$ cat config.mk
export PLATFORM = sky130hd
export DESIGN_NAME = pipeline_execute_memory
export DESIGN_NICKNAME = d
export VERILOG_FILES = /design/src/rtl/pipeline_execute_memory_pkg.sv /design/src/rtl/pipeline_execute_memory_dmem_req_fsm.sv /design/src/rtl/pipeline_execute_memory.sv
export SDC_FILE = /design/constraint.sdc
export NUM_CORES = 1
export LEC_CHECK = 0
export ABC_AREA = 0
export BUFFER_PORTS_ARGS = -buffer_cell sky130_fd_sc_hd__buf_2
export CAP_MARGIN = 20
export CORE_MARGIN = 5
export CORE_UTILIZATION = 50
export CTS_CLUSTER_SIZE = 16
export DETAILED_ROUTE_END_ITERATION = 8
export GPL_TIMING_DRIVEN = 0
export PLACE_DENSITY_LB_ADDON = 0.3
export SETUP_SLACK_MARGIN = 0.15
export SLEW_MARGIN = 20
export SYNTH_ARGS = -nofsm -noshare
export SYNTH_HDL_FRONTEND = slang
export SYNTH_SLANG_ARGS = --single-unit
$ cat constraint.sdc
create_clock -name CLK -period 2.68 [get_ports CLK]
set_input_delay 0.268 -clock CLK [delete_from_list [all_inputs] [get_ports CLK]]
set_output_delay 0.268 -clock CLK [all_outputs]
set_load 0.005 [all_outputs]
$ cat src/rtl/pipeline_execute_memory_pkg.sv
// Shared CPU types for the EX/MEM pipeline register and its data-memory request FSM.
package pipeline_execute_memory_pkg;

    typedef logic [31:0] word_t;
    typedef logic [4:0]  regbits_t;

    typedef enum logic [1:0] {
        PIPE_ENABLE = 2'd0,
        PIPE_STALL  = 2'd1,
        PIPE_NOP    = 2'd2
    } pipe_state_t;

    typedef enum logic [1:0] {
        M_IDLE = 2'd0,
        M_REQ  = 2'd1,
        M_DONE = 2'd2
    } mem_req_t;

endpackage

$ cat src/rtl/pipeline_execute_memory_dmem_req_fsm.sv
// Data-memory request FSM: issues the read/write until dhit, then parks so a
// completed access is not re-issued while the pipe is stalled.
module dmem_req_fsm
    import pipeline_execute_memory_pkg::*;
(
    input  logic  clk,
    input  logic  n_rst,
    input  logic  capture,
    input  logic  flush,
    input  logic  dren_ex,
    input  logic  dwen_ex,
    input  logic  dhit,
    input  word_t dmemload,
    output logic  dmem_ren,
    output logic  dmem_wen,
    output logic  mem_busy,
    output word_t dload_mem
);

    mem_req_t state_q, state_d;
    logic     dren_q, dren_d;
    logic     dwen_q, dwen_d;
    word_t    dload_q, dload_d;
    logic     done_now;

    assign done_now = (state_q == M_REQ) && dhit;

    always_comb begin
        state_d = state_q;
        dren_d  = dren_q;
        dwen_d  = dwen_q;
        dload_d = dload_q;
        if (done_now) begin
            dload_d = dmemload;
        end
        // A capture on the completing cycle replaces the finished access outright.
        if (capture) begin
            state_d = (dren_ex || dwen_ex) ? M_REQ : M_IDLE;
            dwen_d  = dwen_ex;
            dren_d  = dren_ex && !dwen_ex;
        end else if (flush) begin
            state_d = M_IDLE;
            dren_d  = 1'b0;
            dwen_d  = 1'b0;
        end else if (done_now) begin
            state_d = M_DONE;
        end
    end

    always_ff @(posedge clk or negedge n_rst) begin
        if (!n_rst) begin
            state_q <= M_IDLE;
            dren_q  <= 1'b0;
            dwen_q  <= 1'b0;
            dload_q <= '0;
        end else begin
            state_q <= state_d;
            dren_q  <= dren_d;
            dwen_q  <= dwen_d;
            dload_q <= dload_d;
        end
    end

    assign dmem_ren  = (state_q == M_REQ) && dren_q;
    assign dmem_wen  = (state_q == M_REQ) && dwen_q;
    assign mem_busy  = (state_q == M_REQ) && !dhit;
    assign dload_mem = done_now ? dmemload : dload_q;

endmodule

$ cat src/rtl/pipeline_execute_memory.sv
// EX/MEM pipeline register: latches execute results and drives the data-cache
// request, holding the pipe while an access is outstanding.
module pipeline_execute_memory
    import pipeline_execute_memory_pkg::*;
#(
    parameter word_t RESET_PC = 32'h0000_0000
) (
    input  logic        CLK,
    input  logic        nRST,
    input  logic [1:0]  em_state,
    input  logic        RegWrite_ex,
    input  logic        MemToReg_ex,
    input  logic        dREN_ex,
    input  logic        dWEN_ex,
    input  logic        halt_ex,
    input  logic [31:0] alu_out_ex,
    input  logic [31:0] store_dat_ex,
    input  logic [4:0]  wsel_ex,
    input  logic [31:0] pc4_ex,
    input  logic        dhit,
    input  logic [31:0] dmemload,
    output logic        RegWrite_mem,
    output logic        MemToReg_mem,
    output logic        halt_mem,
    output logic [31:0] alu_out_mem,
    output logic [4:0]  wsel_mem,
    output logic [31:0] pc4_mem,
    output logic        dmemREN,
    output logic        dmemWEN,
    output logic [31:0] dmemaddr,
    output logic [31:0] dmemstore,
    output logic [31:0] dload_mem,
    output logic        mem_busy
);

    logic     capture, flush;
    logic     regwrite_q, regwrite_d;
    logic     memtoreg_q, memtoreg_d;
    logic     halt_q, halt_d;
    word_t    alu_out_q, alu_out_d;
    regbits_t wsel_q, wsel_d;
    word_t    pc4_q, pc4_d;
    word_t    store_q, store_d;

    // An outstanding access turns ENABLE and NOP into STALL.
    assign capture = (pipe_state_t'(em_state) == PIPE_ENABLE) && !mem_busy;
    assign flush   = (pipe_state_t'(em_state) == PIPE_NOP) && !mem_busy;

    always_comb begin
        regwrite_d = regwrite_q;
        memtoreg_d = memtoreg_q;
        halt_d     = halt_q;
        alu_out_d  = alu_out_q;
        wsel_d     = wsel_q;
        pc4_d      = pc4_q;
        store_d    = store_q;
        if (capture) begin
            regwrite_d = RegWrite_ex;
            memtoreg_d = MemToReg_ex;
            halt_d     = halt_q || halt_ex;
            alu_out_d  = alu_out_ex;
            wsel_d     = wsel_ex;
            pc4_d      = pc4_ex;
            store_d    = store_dat_ex;
        end else if (flush) begin
            regwrite_d = 1'b0;
            memtoreg_d = 1'b0;
            alu_out_d  = '0;
            wsel_d     = '0;
            pc4_d      = '0;
            store_d    = '0;
        end
    end

    always_ff @(posedge CLK or negedge nRST) begin
        if (!nRST) begin
            regwrite_q <= 1'b0;
            memtoreg_q <= 1'b0;
            halt_q     <= 1'b0;
            alu_out_q  <= '0;
            wsel_q     <= '0;
            pc4_q      <= RESET_PC;
            store_q    <= '0;
        end else begin
            regwrite_q <= regwrite_d;
            memtoreg_q <= memtoreg_d;
            halt_q     <= halt_d;
            alu_out_q  <= alu_out_d;
            wsel_q     <= wsel_d;
            pc4_q      <= pc4_d;
            store_q    <= store_d;
        end
    end

    dmem_req_fsm u_req_fsm (
        .clk       (CLK),
        .n_rst     (nRST),
        .capture   (capture),
        .flush     (flush),
        .dren_ex   (dREN_ex),
        .dwen_ex   (dWEN_ex),
        .dhit      (dhit),
        .dmemload  (dmemload),
        .dmem_ren  (dmemREN),
        .dmem_wen  (dmemWEN),
        .mem_busy  (mem_busy),
        .dload_mem (dload_mem)
    );

    assign RegWrite_mem = regwrite_q;
    assign MemToReg_mem = memtoreg_q;
    assign halt_mem     = halt_q;
    assign alu_out_mem  = alu_out_q;
    assign wsel_mem     = wsel_q;
    assign pc4_mem      = pc4_q;
    assign dmemaddr     = alu_out_q;
    assign dmemstore    = store_q;

endmodule

==> Yosys cells after proc, flatten, opt, wreduce, memory -nomap -nowiden <==
Cells that the tools add are included.
{ "totals": {"reg_bits": 140, "in_bits": 143, "word_cells": 44} }
{ "op_classes": {"eq_ne": 2, "muxes": 16, "reduce_logical": 15} }
{ "op_table": {"columns": ["operator", "count"], "rows": [
  ["$mux W32", 5],
  ["$mux W5", 2],
  ["$logic_and A1 B1 Y1", 7],
  ["$mux W1", 6],
  ["$mux W2", 3],
  ["$logic_not A1 Y1", 3],
  ["$reduce_bool A3 Y1", 1],
  ["$eq A2 B1 Y1 const B", 1],
  ["$eq A2 B2 Y1 const B", 1],
  ["$logic_not A2 Y1", 1],
  ["$logic_or A1 B1 Y1", 2],
  ["$reduce_bool A2 Y1", 1]
]} }

==> Longest topological paths before layout <==
{ "logic_depth": {"ltp_word": 6, "ltp_mapped": 6, "ltp_nobuf": 3} }

==> Cells and area by module <==
Synthesis repeated with hierarchy kept, for this count alone.
{ "unflattened": {"cells_unflattened": 578, "area_unflattened_um2": 6492.5} }
{ "by_module_without_submodules": {"columns": ["module", "n_inst", "cells_each", "area_per_inst_um2"], "rows": [
  ["pipeline_execute_memory", 1, 495, 4991.0],
  ["dmem_req_fsm", 1, 83, 1501.4]
]} }

==> Least setup slack after synthesis <==
No wires, ideal clock.
{ "synth_path": {"path_type": "reg2out", "start": "register u_req_fsm.state_q[0]", "end": "output dload_mem[10]", "arrival_time_ns": 1.232, "t_required_ns": 2.412, "setup_slack_ns": 1.180, "path_stages_with_launch": 5, "path_cell_list": "dfrtp_1 > nor2b_1 > nand2_1 > buf_2 > mux2_2"} }
{ "synth_via": {"elab_chain_cells": 3} }
{ "synth_lines": {"columns": ["element", "line_no", "text"], "rows": [
  ["from (decl)", "pipeline_execute_memory_dmem_req_fsm.sv:20", "mem_req_t state_q, state_d;"],
  ["from (signal assigned)", "pipeline_execute_memory_dmem_req_fsm.sv:57", "state_q <= state_d;"],
  ["$eq A2 B1 Y1", "pipeline_execute_memory_dmem_req_fsm.sv:26", "assign done_now = (state_q == M_REQ) && dhit;"],
  ["$logic_and A1 B1 Y1", "pipeline_execute_memory_dmem_req_fsm.sv:26", null],
  ["$mux W32", "pipeline_execute_memory_dmem_req_fsm.sv:67", "assign dload_mem = done_now ? dmemload : dload_q;"],
  ["to (decl)", "pipeline_execute_memory.sv:32", "output logic [31:0] dload_mem,"]
]} }
No other way between the ends.

==> Final worst setup path <==
{ "layout_path": {"start": "register u_req_fsm.state_q[1]", "end": "output mem_busy"} }
{ "layout_via": {"elab_chain_cells": 2} }
{ "layout_lines": {"columns": ["element", "line_no", "text"], "rows": [
  ["$eq A2 B1 Y1", "pipeline_execute_memory_dmem_req_fsm.sv:66", "assign mem_busy = (state_q == M_REQ) && !dhit;"],
  ["$logic_and A1 B1 Y1", "pipeline_execute_memory_dmem_req_fsm.sv:66", null],
  ["to (decl)", "pipeline_execute_memory.sv:33", "output logic mem_busy"]
]} }
No other way between the ends.

==> out/summary.txt <==
status: finished, final reports clean
critical path startpoint: u_req_fsm.state_q[1]
drt first-iter violations: 330
crit-path max FO: 10
Syn Area/Cell: 10.90 sq um
Root Driver: clkbuf_16
Layout Area Growth over Synthesis: 39.37%
io pins: 314
Die Y-Extent: 122.8 microns
post-DP HPWL: 13900 microns
WL per Instance: 16.84 microns
top-area cell type share of the netlist area: 0.5512
Worst Skew: 8.284 ps
worst-path cell chain: nor3b_4 -> buf_4 -> buf_2 -> buf_2
Yosys warnings: 0
Seq cells post-synth: 140
number of CTS-inserted buffers: 17
# hold bufs at CTS: 1
Rows: 41
final hold vios: 0
Pleak: 0.004498 uW
placed cell area: 8165 sq um
clk_lat worst skew: 410 ps
Layout Nets: 1058
distinct cell type count after synthesis: 23
Setup crit end: mem_busy
Peak VDD IR: 0.0003789 V
DRC: 0
Final Setup Violations: 0
Worst Tran Pin Value: 596.1 ps
CP Capture Type: primary output
PostCTS Resize Cnt: 0
die area: 15070 sq um
total track usage: 0.2432
crit start category: flip-flop
worst endpoint required time: 2410 ps
clock-pin transition on the worst setup and hold timing paths: 60 ps
Synth Instances: 583
power density cells: 731.7 nW/um^2
synthesized cell area: 6356 sq um
vias post-DR: 5571
clock buffer depth: 2
largest cells by area after synthesis: dfrtp_1 55%, o21ai_0 13%, nand2b_1 10%
RSZ-0062 raised after global routing: false
Min-Delay Path Class: in2reg
worst flop-to-flop path endpoint: alu_out_mem[15]
Rel. slew slack: 0.6022
post-route cell area: 8859 sq um
H-Tree Depth: 4
Die X: 122.8 microns
Final ANT Viol Nets: 0
first-pass GRT wire length: 28220 microns
Core Box Area: 12520 sq um
CP Class: reg2out
layout cells sized above 1: 0.5086
critical path's most frequent cell: buf_2
Sink Count: 140
initial core utilization: 0.5078
Post-Route WL: 18560 microns
port buffer count: 311
R2R Path Start: u_req_fsm.state_q[1]
vias in the first global route: 5485
setup_tns: 0 ps
Final Cycle Share: 0.8766
Post-CTS Setup Inserts: 0
Worst EP arrival: 2080 ps
RD Place Congestion: 0.8347
vias per cell: 5.055
pin count of the biggest net entering global routing: 77
fillers: 1009
Initial DRT Pass Iterations: 4
antenna violations before repair: 2
R2R depth: 5
CTS tree: done
Final min period: 2349 ps
# Max-Cap Violations: 0
syn nets: 726
highest clock rate: 425.6 MHz
Remaining Overflow, GRT: 0
critical path's largest stage delay: 550 ps
Slew Viols, Final: 0
reg-to-reg slack, setup: 720 ps
area leader, netlist: dfrtp_1
Critical-path top delay cell: nor3b_4
sequential fraction of the synthesis area: 0.5512
[metal layers]
| layer | track usage | up-vias | wire length [microns] |
|---|---|---|---|
| li1 | - | 2628 | - |
| met1 | 0.2918 | 2671 | 7075 |
| met2 | 0.4069 | 228 | 9462 |
| met3 | 0.07005 | 44 | 1480 |
| met4 | 0.1078 | 0 | 541 |
| met5 | 0 | - | 0 |
[synth_stat cells, drive strengths merged]
cell type / count
o21bai: 1
and2: 2
dfrtp: 140
nor2: 2
inv: 1
nand2b: 104
or2: 1
buf: 45
nor3b: 1
clkbuf: 36
mux2: 32
nand2: 2
nor2b: 2
nand3b: 1
o21ai: 210
o2bb2ai: 1
a21oi: 2
[registers in the layout, indices dropped and copies added (netlist names)]
| name | cells |
|---|---|
| u_req_fsm.dren_q | 1 |
| pc4_mem | 32 |
| wsel_mem | 5 |
| u_req_fsm.dwen_q | 1 |
| RegWrite_mem | 1 |
| MemToReg_mem | 1 |
| u_req_fsm.dload_q | 32 |
| dmemstore | 32 |
| alu_out_mem | 32 |
| u_req_fsm.state_q | 2 |
| halt_mem | 1 |
[metrics by stage]
stage | utilization | worst slack, ps | hold WS (ps) | instances | power, uW
final | 0.7077 | 330.6 | 105.2 | 1102 | 6481
after global routing | 0.7077 | 216.1 | 89.12 | 1102 | 6785
after CTS | 0.7073 | 301.7 | 90.23 | 1100 | 6533
after detailed placement | 0.6523 | 753.8 | 243.8 | 1067 | 3886
after global placement | 0.6493 | -638.2 | 458.0 | 1066 | 3835
after floorplan | - | 1180 | -27.59 | 583 | 3199
[critical path, delay by kind of cell, from the launching register on]
kind	cells	cell delay, ps
AND/OR/NAND/NOR	1	550
buffers and inverters	3	690
flip-flops	1	440
[worst min path at each step]
stage                               end  slack [ps]        startpoint  cells past startpoint
after floorplan            MemToReg_mem         -30              nRST                      0
after global placement         halt_mem         460          halt_mem                      1
after detailed placement  dmemstore[30]         240              nRST                      1
after CTS                    pc4_mem[5]          90         pc4_ex[5]                      3
after global routing      dmemstore[27]          90  store_dat_ex[27]                      3
final                      dmemstore[2]         110   store_dat_ex[2]                      3
[placed cells by master, fill, tap and decap left out, types with 2 or more instances in the layout]
cell        instances
nand2_1             2
bufinv_16           5
buf_2             315
clkbuf_16          17
nor2_1              2
a21oi_1             2
clkbuf_2            5
o21ai_0           161
clkinv_2            2
clkbuf_1           31
o21ai_1             5
buf_4              34
clkinvlp_4          2
and2_1              2
o21ai_2            44
dfrtp_1           140
nor2b_1             2
clkbuf_8            5
mux2_2             32
nand2b_1          104
buf_8               6
diode_2             2
[power breakdown]
part / switching (uW) / internal [uW] / total [uW]
clock: 866 / 1780 / 2640
combinational: 623 / 656 / 1280
sequential: 133 / 2430 / 2560
[area by class of cell]
type / count / area, sq um / share of cell area
well taps: 172 / 215.2 / 0.02429
clock inverters: 10 / 183.9 / 0.02076
multi-input cells: 361 / 2332 / 0.2633
repair buffers: 313 / 1604 / 0.1811
inverters: 1 / 3.754 / 0.0004237
clock buffers: 22 / 494.2 / 0.05579
plain buffers: 81 / 516.7 / 0.05833
diodes: 2 / 5.005 / 0.0005650
flip-flops and latches: 140 / 3503 / 0.3955
[kinds of logic (layout without fill, tap and decap cells)]
logic type | after synthesis | count (layout) | share of synthesized area
compound gates | 214 | 214 | 0.1965
flops | 140 | 140 | 0.5512
simple gates | 115 | 115 | 0.1138
mux | 32 | 32 | 0.05669
buf+inv | 82 | 427 | 0.08189
other cells | 0 | 2 | 0
Note: power is estimated with default switching activity, not from simulation.
